<file path="src/rtl/display_fb_pkg.sv">
// Shared types and constants for the display framebuffer arbiter.
package display_fb_pkg;

    localparam int FB_DW         = 32;
    localparam int DEF_FB_AW     = 16;
    localparam int DEF_BURST_LEN = 8;

    typedef enum logic [1:0] {
        ST_IDLE     = 2'd0,
        ST_BURST    = 2'd1,
        ST_CPU_SLOT = 2'd2
    } arb_state_e;

    function automatic logic [31:0] sat_inc32(input logic [31:0] v);
        return (v == 32'hFFFF_FFFF) ? v : v + 32'd1;
    endfunction

    function automatic logic [15:0] sat_inc16(input logic [15:0] v);
        return (v == 16'hFFFF) ? v : v + 16'd1;
    endfunction

endpackage

</file>
<file path="src/rtl/display_fb_arb_if.sv">
// Display, CPU and SRAM bus signals of the framebuffer arbiter.
// slave = arbiter side, master = requester/memory side.
interface display_fb_arb_if
    import display_fb_pkg::*;
#(
    parameter int FB_AW = DEF_FB_AW
);
    logic             disp_req_i;
    logic [FB_AW-1:0] disp_addr_i;
    logic             disp_gnt_o;
    logic             disp_rvalid_o;
    logic [FB_DW-1:0] disp_rdata_o;

    logic             cpu_req_i;
    logic             cpu_we_i;
    logic [3:0]       cpu_be_i;
    logic [FB_AW-1:0] cpu_addr_i;
    logic [FB_DW-1:0] cpu_wdata_i;
    logic             cpu_gnt_o;
    logic             cpu_rvalid_o;
    logic [FB_DW-1:0] cpu_rdata_o;

    logic             mem_req_o;
    logic             mem_we_o;
    logic [3:0]       mem_be_o;
    logic [FB_AW-1:0] mem_addr_o;
    logic [FB_DW-1:0] mem_wdata_o;
    logic [FB_DW-1:0] mem_rdata_i;

    modport slave (
        input  disp_req_i, disp_addr_i,
        output disp_gnt_o, disp_rvalid_o, disp_rdata_o,
        input  cpu_req_i, cpu_we_i, cpu_be_i, cpu_addr_i, cpu_wdata_i,
        output cpu_gnt_o, cpu_rvalid_o, cpu_rdata_o,
        output mem_req_o, mem_we_o, mem_be_o, mem_addr_o, mem_wdata_o,
        input  mem_rdata_i
    );

    modport master (
        output disp_req_i, disp_addr_i,
        input  disp_gnt_o, disp_rvalid_o, disp_rdata_o,
        output cpu_req_i, cpu_we_i, cpu_be_i, cpu_addr_i, cpu_wdata_i,
        input  cpu_gnt_o, cpu_rvalid_o, cpu_rdata_o,
        input  mem_req_o, mem_we_o, mem_be_o, mem_addr_o, mem_wdata_o,
        output mem_rdata_i
    );

endinterface

</file>
<file path="src/rtl/display_fb_addr_gen.sv">
// Burst address and beat counter: load holds start+1 (the first beat is
// issued straight from the request address), inc advances, last flags the final beat.
module display_fb_addr_gen
    import display_fb_pkg::*;
#(
    parameter int FB_AW     = DEF_FB_AW,
    parameter int BURST_LEN = DEF_BURST_LEN
) (
    input  logic             clk_sys_i,
    input  logic             rst_sys_i,
    input  logic             load_i,
    input  logic             inc_i,
    input  logic [FB_AW-1:0] start_i,
    output logic [FB_AW-1:0] addr_o,
    output logic             last_o
);
    localparam int            BW        = $clog2(BURST_LEN) + 1;
    localparam logic [BW-1:0] LAST_BEAT = BW'(BURST_LEN - 1);
    localparam logic [BW-1:0] ONE_BEAT  = BW'(1);
    localparam logic [FB_AW-1:0] ONE_A  = FB_AW'(1);

    logic [FB_AW-1:0] addr_q, addr_d;
    logic [BW-1:0]    beat_q, beat_d;

    // Next address/beat selection
    always_comb begin
        addr_d = addr_q;
        beat_d = beat_q;
        if (load_i) begin
            addr_d = start_i + ONE_A;
            beat_d = ONE_BEAT;
        end else if (inc_i) begin
            addr_d = addr_q + ONE_A;
            beat_d = beat_q + ONE_BEAT;
        end else begin
            addr_d = addr_q;
            beat_d = beat_q;
        end
    end

    // Address/beat registers
    always_ff @(posedge clk_sys_i) begin
        if (rst_sys_i) begin
            addr_q <= '0;
            beat_q <= '0;
        end else begin
            addr_q <= addr_d;
            beat_q <= beat_d;
        end
    end

    assign addr_o = addr_q;
    assign last_o = (beat_q == LAST_BEAT);

endmodule

</file>
<file path="src/rtl/display_fb_arb.sv">
// Framebuffer SRAM arbiter: uninterruptible display bursts, one guaranteed CPU slot
// after each burst. Optional stall/burst counters under DISPLAY_FB_ARB_STATS_EN.
module display_fb_arb
    import display_fb_pkg::*;
#(
    parameter int FB_AW     = DEF_FB_AW,
    parameter int BURST_LEN = DEF_BURST_LEN
) (
    input  logic              clk_sys_i,
    input  logic              rst_sys_i,
    display_fb_arb_if.slave   bus,
    output logic [31:0]       stat_cpu_stall_o,
    output logic [15:0]       stat_bursts_o
);
    arb_state_e state_q, state_d;

    logic             disp_gnt_s, cpu_gnt_s, disp_issue_s;
    logic             gen_load_s, gen_inc_s, gen_last_s;
    logic [FB_AW-1:0] gen_addr_s;
    logic             mem_req_s, mem_we_s;
    logic [3:0]       mem_be_s;
    logic [FB_AW-1:0] mem_addr_s;
    logic [FB_DW-1:0] mem_wdata_s;
    logic             disp_rvalid_q, cpu_rvalid_q;

    display_fb_addr_gen #(
        .FB_AW     (FB_AW),
        .BURST_LEN (BURST_LEN)
    ) u_addr_gen (
        .clk_sys_i (clk_sys_i),
        .rst_sys_i (rst_sys_i),
        .load_i    (gen_load_s),
        .inc_i     (gen_inc_s),
        .start_i   (bus.disp_addr_i),
        .addr_o    (gen_addr_s),
        .last_o    (gen_last_s)
    );

    // Next-state, grants and SRAM mux
    always_comb begin
        state_d      = state_q;
        disp_gnt_s   = 1'b0;
        cpu_gnt_s    = 1'b0;
        disp_issue_s = 1'b0;
        gen_load_s   = 1'b0;
        gen_inc_s    = 1'b0;
        mem_req_s    = 1'b0;
        mem_we_s     = 1'b0;
        mem_be_s     = 4'h0;
        mem_addr_s   = '0;
        mem_wdata_s  = '0;
        case (state_q)
            ST_IDLE: begin
                if (bus.disp_req_i) begin
                    disp_gnt_s   = 1'b1;
                    disp_issue_s = 1'b1;
                    gen_load_s   = 1'b1;
                    mem_req_s    = 1'b1;
                    mem_addr_s   = bus.disp_addr_i;
                    state_d      = ST_BURST;
                end else if (bus.cpu_req_i) begin
                    cpu_gnt_s   = 1'b1;
                    mem_req_s   = 1'b1;
                    mem_we_s    = bus.cpu_we_i;
                    mem_be_s    = bus.cpu_be_i;
                    mem_addr_s  = bus.cpu_addr_i;
                    mem_wdata_s = bus.cpu_wdata_i;
                end else begin
                    state_d = ST_IDLE;
                end
            end
            ST_BURST: begin
                disp_issue_s = 1'b1;
                gen_inc_s    = 1'b1;
                mem_req_s    = 1'b1;
                mem_addr_s   = gen_addr_s;
                if (gen_last_s) begin
                    state_d = bus.cpu_req_i ? ST_CPU_SLOT : ST_IDLE;
                end else begin
                    state_d = ST_BURST;
                end
            end
            ST_CPU_SLOT: begin
                state_d = ST_IDLE;
                if (bus.cpu_req_i) begin
                    cpu_gnt_s   = 1'b1;
                    mem_req_s   = 1'b1;
                    mem_we_s    = bus.cpu_we_i;
                    mem_be_s    = bus.cpu_be_i;
                    mem_addr_s  = bus.cpu_addr_i;
                    mem_wdata_s = bus.cpu_wdata_i;
                end else begin
                    mem_req_s = 1'b0;
                end
            end
            default: begin
                state_d = ST_IDLE;
            end
        endcase
    end

    // State and read-valid pipeline registers
    always_ff @(posedge clk_sys_i) begin
        if (rst_sys_i) begin
            state_q       <= ST_IDLE;
            disp_rvalid_q <= 1'b0;
            cpu_rvalid_q  <= 1'b0;
        end else begin
            state_q       <= state_d;
            disp_rvalid_q <= disp_issue_s;
            cpu_rvalid_q  <= cpu_gnt_s;
        end
    end

    assign bus.disp_gnt_o    = disp_gnt_s;
    assign bus.cpu_gnt_o     = cpu_gnt_s;
    assign bus.disp_rvalid_o = disp_rvalid_q;
    assign bus.cpu_rvalid_o  = cpu_rvalid_q;
    assign bus.disp_rdata_o  = bus.mem_rdata_i;
    assign bus.cpu_rdata_o   = bus.mem_rdata_i;
    assign bus.mem_req_o     = mem_req_s;
    assign bus.mem_we_o      = mem_we_s;
    assign bus.mem_be_o      = mem_be_s;
    assign bus.mem_addr_o    = mem_addr_s;
    assign bus.mem_wdata_o   = mem_wdata_s;

`ifdef DISPLAY_FB_ARB_STATS_EN
    logic [31:0] stall_q, stall_d;
    logic [15:0] bursts_q, bursts_d;

    // Saturating stall and burst counters
    always_comb begin
        stall_d  = stall_q;
        bursts_d = bursts_q;
        if (bus.cpu_req_i && !cpu_gnt_s) begin
            stall_d = sat_inc32(stall_q);
        end else begin
            stall_d = stall_q;
        end
        if (disp_gnt_s) begin
            bursts_d = sat_inc16(bursts_q);
        end else begin
            bursts_d = bursts_q;
        end
    end

    // Counter registers
    always_ff @(posedge clk_sys_i) begin
        if (rst_sys_i) begin
            stall_q  <= 32'd0;
            bursts_q <= 16'd0;
        end else begin
            stall_q  <= stall_d;
            bursts_q <= bursts_d;
        end
    end

    assign stat_cpu_stall_o = stall_q;
    assign stat_bursts_o    = bursts_q;
`else
    assign stat_cpu_stall_o = 32'd0;
    assign stat_bursts_o    = 16'd0;
`endif

endmodule

</file>
<file path="src/flat_wrapper.sv">
// flat-port wrapper written by rule: the top's interface ports become plain ports
module display_fb_arb_flat import display_fb_pkg::*;
#(
    parameter int FB_AW     = DEF_FB_AW,
    parameter int BURST_LEN = DEF_BURST_LEN
)
  (clk_sys_i, rst_sys_i, stat_cpu_stall_o, stat_bursts_o, bus_disp_req_i, bus_disp_addr_i, bus_disp_gnt_o, bus_disp_rvalid_o, bus_disp_rdata_o, bus_cpu_req_i, bus_cpu_we_i, bus_cpu_be_i, bus_cpu_addr_i, bus_cpu_wdata_i, bus_cpu_gnt_o, bus_cpu_rvalid_o, bus_cpu_rdata_o, bus_mem_req_o, bus_mem_we_o, bus_mem_be_o, bus_mem_addr_o, bus_mem_wdata_o, bus_mem_rdata_i);
  display_fb_arb_if #(.FB_AW(FB_AW)) bus_i ();
  input  logic clk_sys_i;
  input  logic rst_sys_i;
  output logic [31:0] stat_cpu_stall_o;
  output logic [15:0] stat_bursts_o;
  input wire logic [$bits(bus_i.disp_req_i)-1:0] bus_disp_req_i;
  input wire logic [$bits(bus_i.disp_addr_i)-1:0] bus_disp_addr_i;
  output wire logic [$bits(bus_i.disp_gnt_o)-1:0] bus_disp_gnt_o;
  output wire logic [$bits(bus_i.disp_rvalid_o)-1:0] bus_disp_rvalid_o;
  output wire logic [$bits(bus_i.disp_rdata_o)-1:0] bus_disp_rdata_o;
  input wire logic [$bits(bus_i.cpu_req_i)-1:0] bus_cpu_req_i;
  input wire logic [$bits(bus_i.cpu_we_i)-1:0] bus_cpu_we_i;
  input wire logic [$bits(bus_i.cpu_be_i)-1:0] bus_cpu_be_i;
  input wire logic [$bits(bus_i.cpu_addr_i)-1:0] bus_cpu_addr_i;
  input wire logic [$bits(bus_i.cpu_wdata_i)-1:0] bus_cpu_wdata_i;
  output wire logic [$bits(bus_i.cpu_gnt_o)-1:0] bus_cpu_gnt_o;
  output wire logic [$bits(bus_i.cpu_rvalid_o)-1:0] bus_cpu_rvalid_o;
  output wire logic [$bits(bus_i.cpu_rdata_o)-1:0] bus_cpu_rdata_o;
  output wire logic [$bits(bus_i.mem_req_o)-1:0] bus_mem_req_o;
  output wire logic [$bits(bus_i.mem_we_o)-1:0] bus_mem_we_o;
  output wire logic [$bits(bus_i.mem_be_o)-1:0] bus_mem_be_o;
  output wire logic [$bits(bus_i.mem_addr_o)-1:0] bus_mem_addr_o;
  output wire logic [$bits(bus_i.mem_wdata_o)-1:0] bus_mem_wdata_o;
  input wire logic [$bits(bus_i.mem_rdata_i)-1:0] bus_mem_rdata_i;
  assign bus_i.disp_req_i = bus_disp_req_i;
  assign bus_i.disp_addr_i = bus_disp_addr_i;
  assign bus_disp_gnt_o = bus_i.disp_gnt_o;
  assign bus_disp_rvalid_o = bus_i.disp_rvalid_o;
  assign bus_disp_rdata_o = bus_i.disp_rdata_o;
  assign bus_i.cpu_req_i = bus_cpu_req_i;
  assign bus_i.cpu_we_i = bus_cpu_we_i;
  assign bus_i.cpu_be_i = bus_cpu_be_i;
  assign bus_i.cpu_addr_i = bus_cpu_addr_i;
  assign bus_i.cpu_wdata_i = bus_cpu_wdata_i;
  assign bus_cpu_gnt_o = bus_i.cpu_gnt_o;
  assign bus_cpu_rvalid_o = bus_i.cpu_rvalid_o;
  assign bus_cpu_rdata_o = bus_i.cpu_rdata_o;
  assign bus_mem_req_o = bus_i.mem_req_o;
  assign bus_mem_we_o = bus_i.mem_we_o;
  assign bus_mem_be_o = bus_i.mem_be_o;
  assign bus_mem_addr_o = bus_i.mem_addr_o;
  assign bus_mem_wdata_o = bus_i.mem_wdata_o;
  assign bus_i.mem_rdata_i = bus_mem_rdata_i;
  display_fb_arb #(.FB_AW(FB_AW), .BURST_LEN(BURST_LEN)) u_core (.clk_sys_i(clk_sys_i), .rst_sys_i(rst_sys_i), .bus(bus_i), .stat_cpu_stall_o(stat_cpu_stall_o), .stat_bursts_o(stat_bursts_o));
endmodule
</file>
<file path="config.mk">
export PLATFORM = sky130hd
export DESIGN_NAME = display_fb_arb_flat
export DESIGN_NICKNAME = d
export VERILOG_FILES = /design/src/rtl/display_fb_pkg.sv /design/src/rtl/display_fb_arb_if.sv /design/src/rtl/display_fb_addr_gen.sv /design/src/rtl/display_fb_arb.sv /design/src/flat_wrapper.sv
export SDC_FILE = /design/constraint.sdc
export NUM_CORES = 1
export LEC_CHECK = 0
export ABC_AREA = 1
export BUFFER_PORTS_ARGS = -buffer_cell sky130_fd_sc_hd__buf_2
export CAP_MARGIN = 30
export CORE_AREA = 2 2 106 108
export CTS_CLUSTER_SIZE = 14
export DETAILED_ROUTE_END_ITERATION = 12
export DIE_AREA = 0 0 108 110
export PLACE_DENSITY_LB_ADDON = 0.05
export SYNTH_ARGS = -nofsm -noshare
export SYNTH_HDL_FRONTEND = slang
export SYNTH_SLANG_ARGS = --single-unit
</file>
<file path="constraint.sdc">
create_clock -name clk_sys_i -period 1.5 [get_ports clk_sys_i]
set_input_delay 0.075 -clock clk_sys_i [delete_from_list [all_inputs] [get_ports clk_sys_i]]
set_output_delay 0.075 -clock clk_sys_i [all_outputs]
set_load 0.01 [all_outputs]
</file>
Word-level counts from Yosys, hierarchy flattened
Index checks and enable logic that the tools add are counted.
{"block": "totals", "inputBits": 105, "word_cells": 46, "out_inout_bits": 170, "reg_bits": 24}
{"block": "classes", "mux": 30, "reduce_logical": 3, "add_sub_neg": 3, "n_eq_ne": 4}
{"operator": "two-way mux 16 bit", "n": 4}
{"operator": "two-way mux 32 bit", "n": 2}
{"operator": "one-hot mux 32 bit (2 select lines)", "n": 1}
{"operator": "one-hot mux 16 bit (3 select lines)", "n": 1}
{"operator": "adder 16 x 1 -> 16 bit (second input constant)", "n": 2}
{"operator": "two-way mux 1 bit", "n": 10}
{"operator": "two-way mux 2 bit", "n": 4}
{"operator": "two-way mux 4 bit", "n": 2}
{"operator": "one-hot mux 4 bit (2 select lines)", "n": 1}
{"operator": "one-hot mux 1 bit (2 select lines)", "n": 3}
{"operator": "adder 4 x 1 -> 4 bit (second input constant)", "n": 1}
{"operator": "equality test 4 x 3 -> 1 bit (second input constant)", "n": 1}
{"operator": "one-hot mux 2 bit (2 select lines)", "n": 1}
{"operator": "inequality test 3 bit (second input constant)", "n": 1}
{"operator": "one-hot mux 1 bit (3 select lines)", "n": 1}
{"operator": "equality test 2 x 1 -> 1 bit (second input constant)", "n": 1}
{"operator": "equality test 2 bit (second input constant)", "n": 1}
{"operator": "zero test 2 bit", "n": 1}
{"operator": "nonzero test 2 bit", "n": 1}
{"operator": "OR reduction 2 bit", "n": 1}

Longest topological paths before layout
{"block": "depth", "depth_word": 4, "ltp_mapped": 13, "mapped_depth_nobuf": 12}

By module
A second synthesis with hierarchy kept.
{"block": "unflattened", "hier_cells": 660, "area_unflattened_um2": 3681.0}
{"module": "display_fb_arb", "cells_each": 384, "area_per_inst_um2": 1984.4, "n_inst": 1, "seq_area_each_um2": 80.1}
{"module": "display_fb_addr_gen", "cells_each": 276, "area_per_inst_um2": 1696.6, "n_inst": 1, "seq_area_each_um2": 400.4}

Worst setup path before layout
No wires, ideal clock.
{"block": "synth_timing", "path_kind": "flip-flop to flip-flop", "from": "register u_core.state_q[1]", "to": "register u_core.u_addr_gen.addr_q[6], in the netlist u_core.u_addr_gen.addr_o[6]", "stages_incl_launch_ff": 11, "arrival_time_ns": 1.481, "required_time_ns": 1.385, "setup_slack_ns": -0.096, "path_buffers": 0, "cell_sequence": "dfxtp_1 nor2_4 nand2_4 nand2_1 nand2_1 ha_1 nand3_2 nor2_2 xor2_1 o21ai_0 inv_1"}
{"block": "synth_via", "elab_chain_cells": 3}
{"element": "from (decl)", "line_no": "display_fb_arb.sv:15", "source": "arb_state_e state_q, state_d;"}
{"element": "from (signal assigned)", "line_no": "display_fb_arb.sv:109", "source": "state_q <= state_d;"}
{"element": "equality test 2 x 1 -> 1 bit / zero test 2 bit (equally long branches)", "line_no": "display_fb_arb.sv:52", "source": "case (state_q)"}
{"element": "two-way mux 1 bit", "line_no": "display_fb_arb.sv:52"}
{"element": "nonzero test 2 bit (no line) / two-way mux 16 bit (equally long branches)"}
{"element": "to (signal assigned)", "line_no": "display_fb_addr_gen.sv:47", "source": "addr_q <= addr_d;"}
{"element": "to (decl)", "line_no": "display_fb_addr_gen.sv:22", "source": "logic [FB_AW-1:0] addr_q, addr_d;"}
Several ways; a longest one is shown, not always the timed one.
A chain may end at the register's enable or synchronous reset.

Worst setup path in the final report
{"block": "layout_timing", "from": "register u_core.state_q[0]", "to": "register u_core.u_addr_gen.addr_q[10], in the netlist u_core.u_addr_gen.addr_o[10]"}
Same word-level chain as after synthesis.

==> flow_summary.toml <==
[finish]
antenna_cells = 0
final_common_cell = "buf_2"
fin_nets = 745
drive_gt1_frac = 0.438
syn_to_final_growth_pct = 37.9
stdcell_count = 777
final_cell_mix = "buf_2, inv_1, nand2_1, buf_4, nor2_1"

[floorplan]
dieArea_um2 = 11900
die_x_um = 108
core_um2 = 10700
start_util = 0.288
rows = 38
ios = 275
fp.dieH_um = 110

[grt]
grt_pass1_vias = 2848
grt_start_max_net_pins = 39
grt_pass1_wl_um = 14800
track_usage = 0.160
antenna_found_initial = 0
overflow = 0

[clock_tree]
cts-root-buf = "clkbuf_8"
clockBufferDepth = 2
cts_tree = "done"
numCtsBuffers = 3
clock-sinks = 24
ctsHoldBuffers = 0
clk_pin_slew_ps = 100
h-tree-depth = 1
clk_latency_ps = 280

[status]
violations = "setup timing"
status = "complete, but fails checks"

[synthesis]
syn_inst = 517
synth.avg_cell_area_um2 = 5.96
yosysUniqueCellTypes = 29
ys_top_cells_by_area = "buf_4, dfxtp_1, nand2_1"
yosysSeqAreaShare = 0.156
yosysTopAreaCellShare = 0.278
synth-seq-cells = 24
synth_top_area_cell = "buf_4"
yosysWarnings = 0
syn_area_um2 = 3080

[setup_path]
setup.worst_path.start = "u_core.state_q[0]"
crit_fanout = 6
start_kind = "flop"
critPathKind = "flop to flop"
rrSetupSlack_ps = -270
critPathRequiredTime_ps = 1700
crit_arrival_ps = 1970
crit_path_end_kind = "flop"
reg2reg_from = "u_core.state_q[0]"

[sta]
rsz0062_at_grt = "true"
fin_ws_ps = -270
fin_crit_ps = 1770
period_share = 1.18
slew_violations = 0
setup_viol = 68
hold_ws_ps = 29.8
final_hold_viol_count = 0
fmax_ghz = 0.565
fin_skew_ps = 4.88

[route]
routed_wl_um = 10600
ant_nets = 0
drtIter0Drc = 111
via_per_inst = 4.20
wl_per_cell_um = 13.6
drtPass1Iterations = 4
via_count = 3260
drc = 0

[placement]
dp_cells = 756
dpl.hpwl_um = 7820
gp_congestion = 0.845
io_buffers = 130

[power]
ir_worst_vdd_mv = 0.340
p_leak_nw = 2.41
power.density_nw_per_um2 = 644

[hold_path]
hp-start = "bus_cpu_req_i"
hold_path_class = "input pin to flop"

[job]
cap_violations = 0
-- cell type report --
cell class                      count  area [um2]
Clock inverter                      1        30.0
Fill cell                        1167        6450
Timing Repair Buffer              199        1350
Multi-Input combinational cell    327        1850
Tap cell                          140         175
Inverter                           83         314
Sequential cell                    24         483
Clock buffer                        3        41.3
-- stage by stage --
| stage | cell area, um2 | power, W | setup slack, ps | utilization | setup TNS, ps |
|---|---|---|---|---|---|
| detailed placement | 3660 | 0.00191 | -334 | 0.342 | -12080 |
| CTS | 4040 | 0.00268 | -268 | 0.377 | -15660 |
| floorplan | 3310 | 0.00165 | -32.8 | - | -88.2 |
| finish | 4250 | 0.00274 | -270 | 0.397 | -14090 |
| global route | 4250 | 0.00294 | -383 | 0.397 | -22520 |
| global placement | 3660 | 0.00191 | -288 | 0.342 | -9080 |
-- worst paths after layout --
path / end / depth (start not counted)
setup / recovery: u_core.u_addr_gen.addr_o[10] / 13
hold / removal: u_core.state_q[1] / 3
setup reg to reg: u_core.u_addr_gen.addr_o[10] / 13
hold reg to reg: u_core.u_addr_gen.addr_o[1] / 2
-- synthesized netlist by cell type --
master	n
a31oi_1	2
conb_1	1
buf_2	7
inv_2	2
nand2_1	105
clkbuf_1	4
xor2_1	4
nand2_2	4
a211oi_1	2
ha_1	2
o21ai_1	2
nor2_2	6
inv_1	81
dfxtp_1	24
buf_1	1
buf_4	114
nor2_4	2
nor2_1	60
nand3b_1	8
o21ai_0	13
nor3b_1	1
nor3_1	2
nand3_2	2
buf_6	4
nand4_1	2
nand2_4	1
a21oi_1	15
o211ai_1	15
nand3_1	31
-- power breakdown --
group | switching (W) | internal (W)
Sequential | 0.0000368 | 0.000697
Combinational | 0.000777 | 0.000612
Clock | 0.000253 | 0.000358
-- registers in the layout (all words and copies together), names as in the netlist --
name,cells
u_core.u_addr_gen.addr_o,16
u_core.u_addr_gen.beat_q,4
u_core.state_q,2
u_core.bus.cpu_rvalid_o,1
u_core.bus.disp_rvalid_o,1
-- kinds of logic (layout without fill, tap and decap cells) --
kind of cell	after synthesis	after routing	synth area share
other	1	48	0.00122
buffers and inverters	213	286	0.411
xor gates and xnor gates	4	4	0.0114
and+or+nand+nor	224	224	0.318
DFF	24	24	0.156
AOI/OAI and AO/OA	49	49	0.0942
adders and majority gates	2	2	0.00812
-- what timing repair did --
item,CTS,global route
pin swaps,19,25
gates resized for setup,56,33
gates cloned,1,3
endpoints found under the setup margin,74,70
hold endpoints to repair,0,0
setup buffers,10,3
-- critical path: stages, from the launching register on --
cell and delay (ps):
dfxtp_2 340, nor2_4 160, buf_6 150, buf_6 130
buf_12 140, nand3_4 80, nand2_4 110, nand2_4 70
nor2_4 110, nand2_2 80, o21ai_2 130, nand3_1 90
nand2_1 60, inv_1 30
-- routing by layer --
| metal | global-route usage | routed length [um] | up-vias |
|---|---|---|---|
| met4 | 0.0449 | 208 | 0 |
| met5 | 0 | 0 | - |
| met3 | 0.0376 | 626 | 20 |
| li1 | - | - | 1661 |
| met1 | 0.205 | 4690 | 1461 |
| met2 | 0.269 | 5030 | 118 |
(Power assumes the default switching activity.)
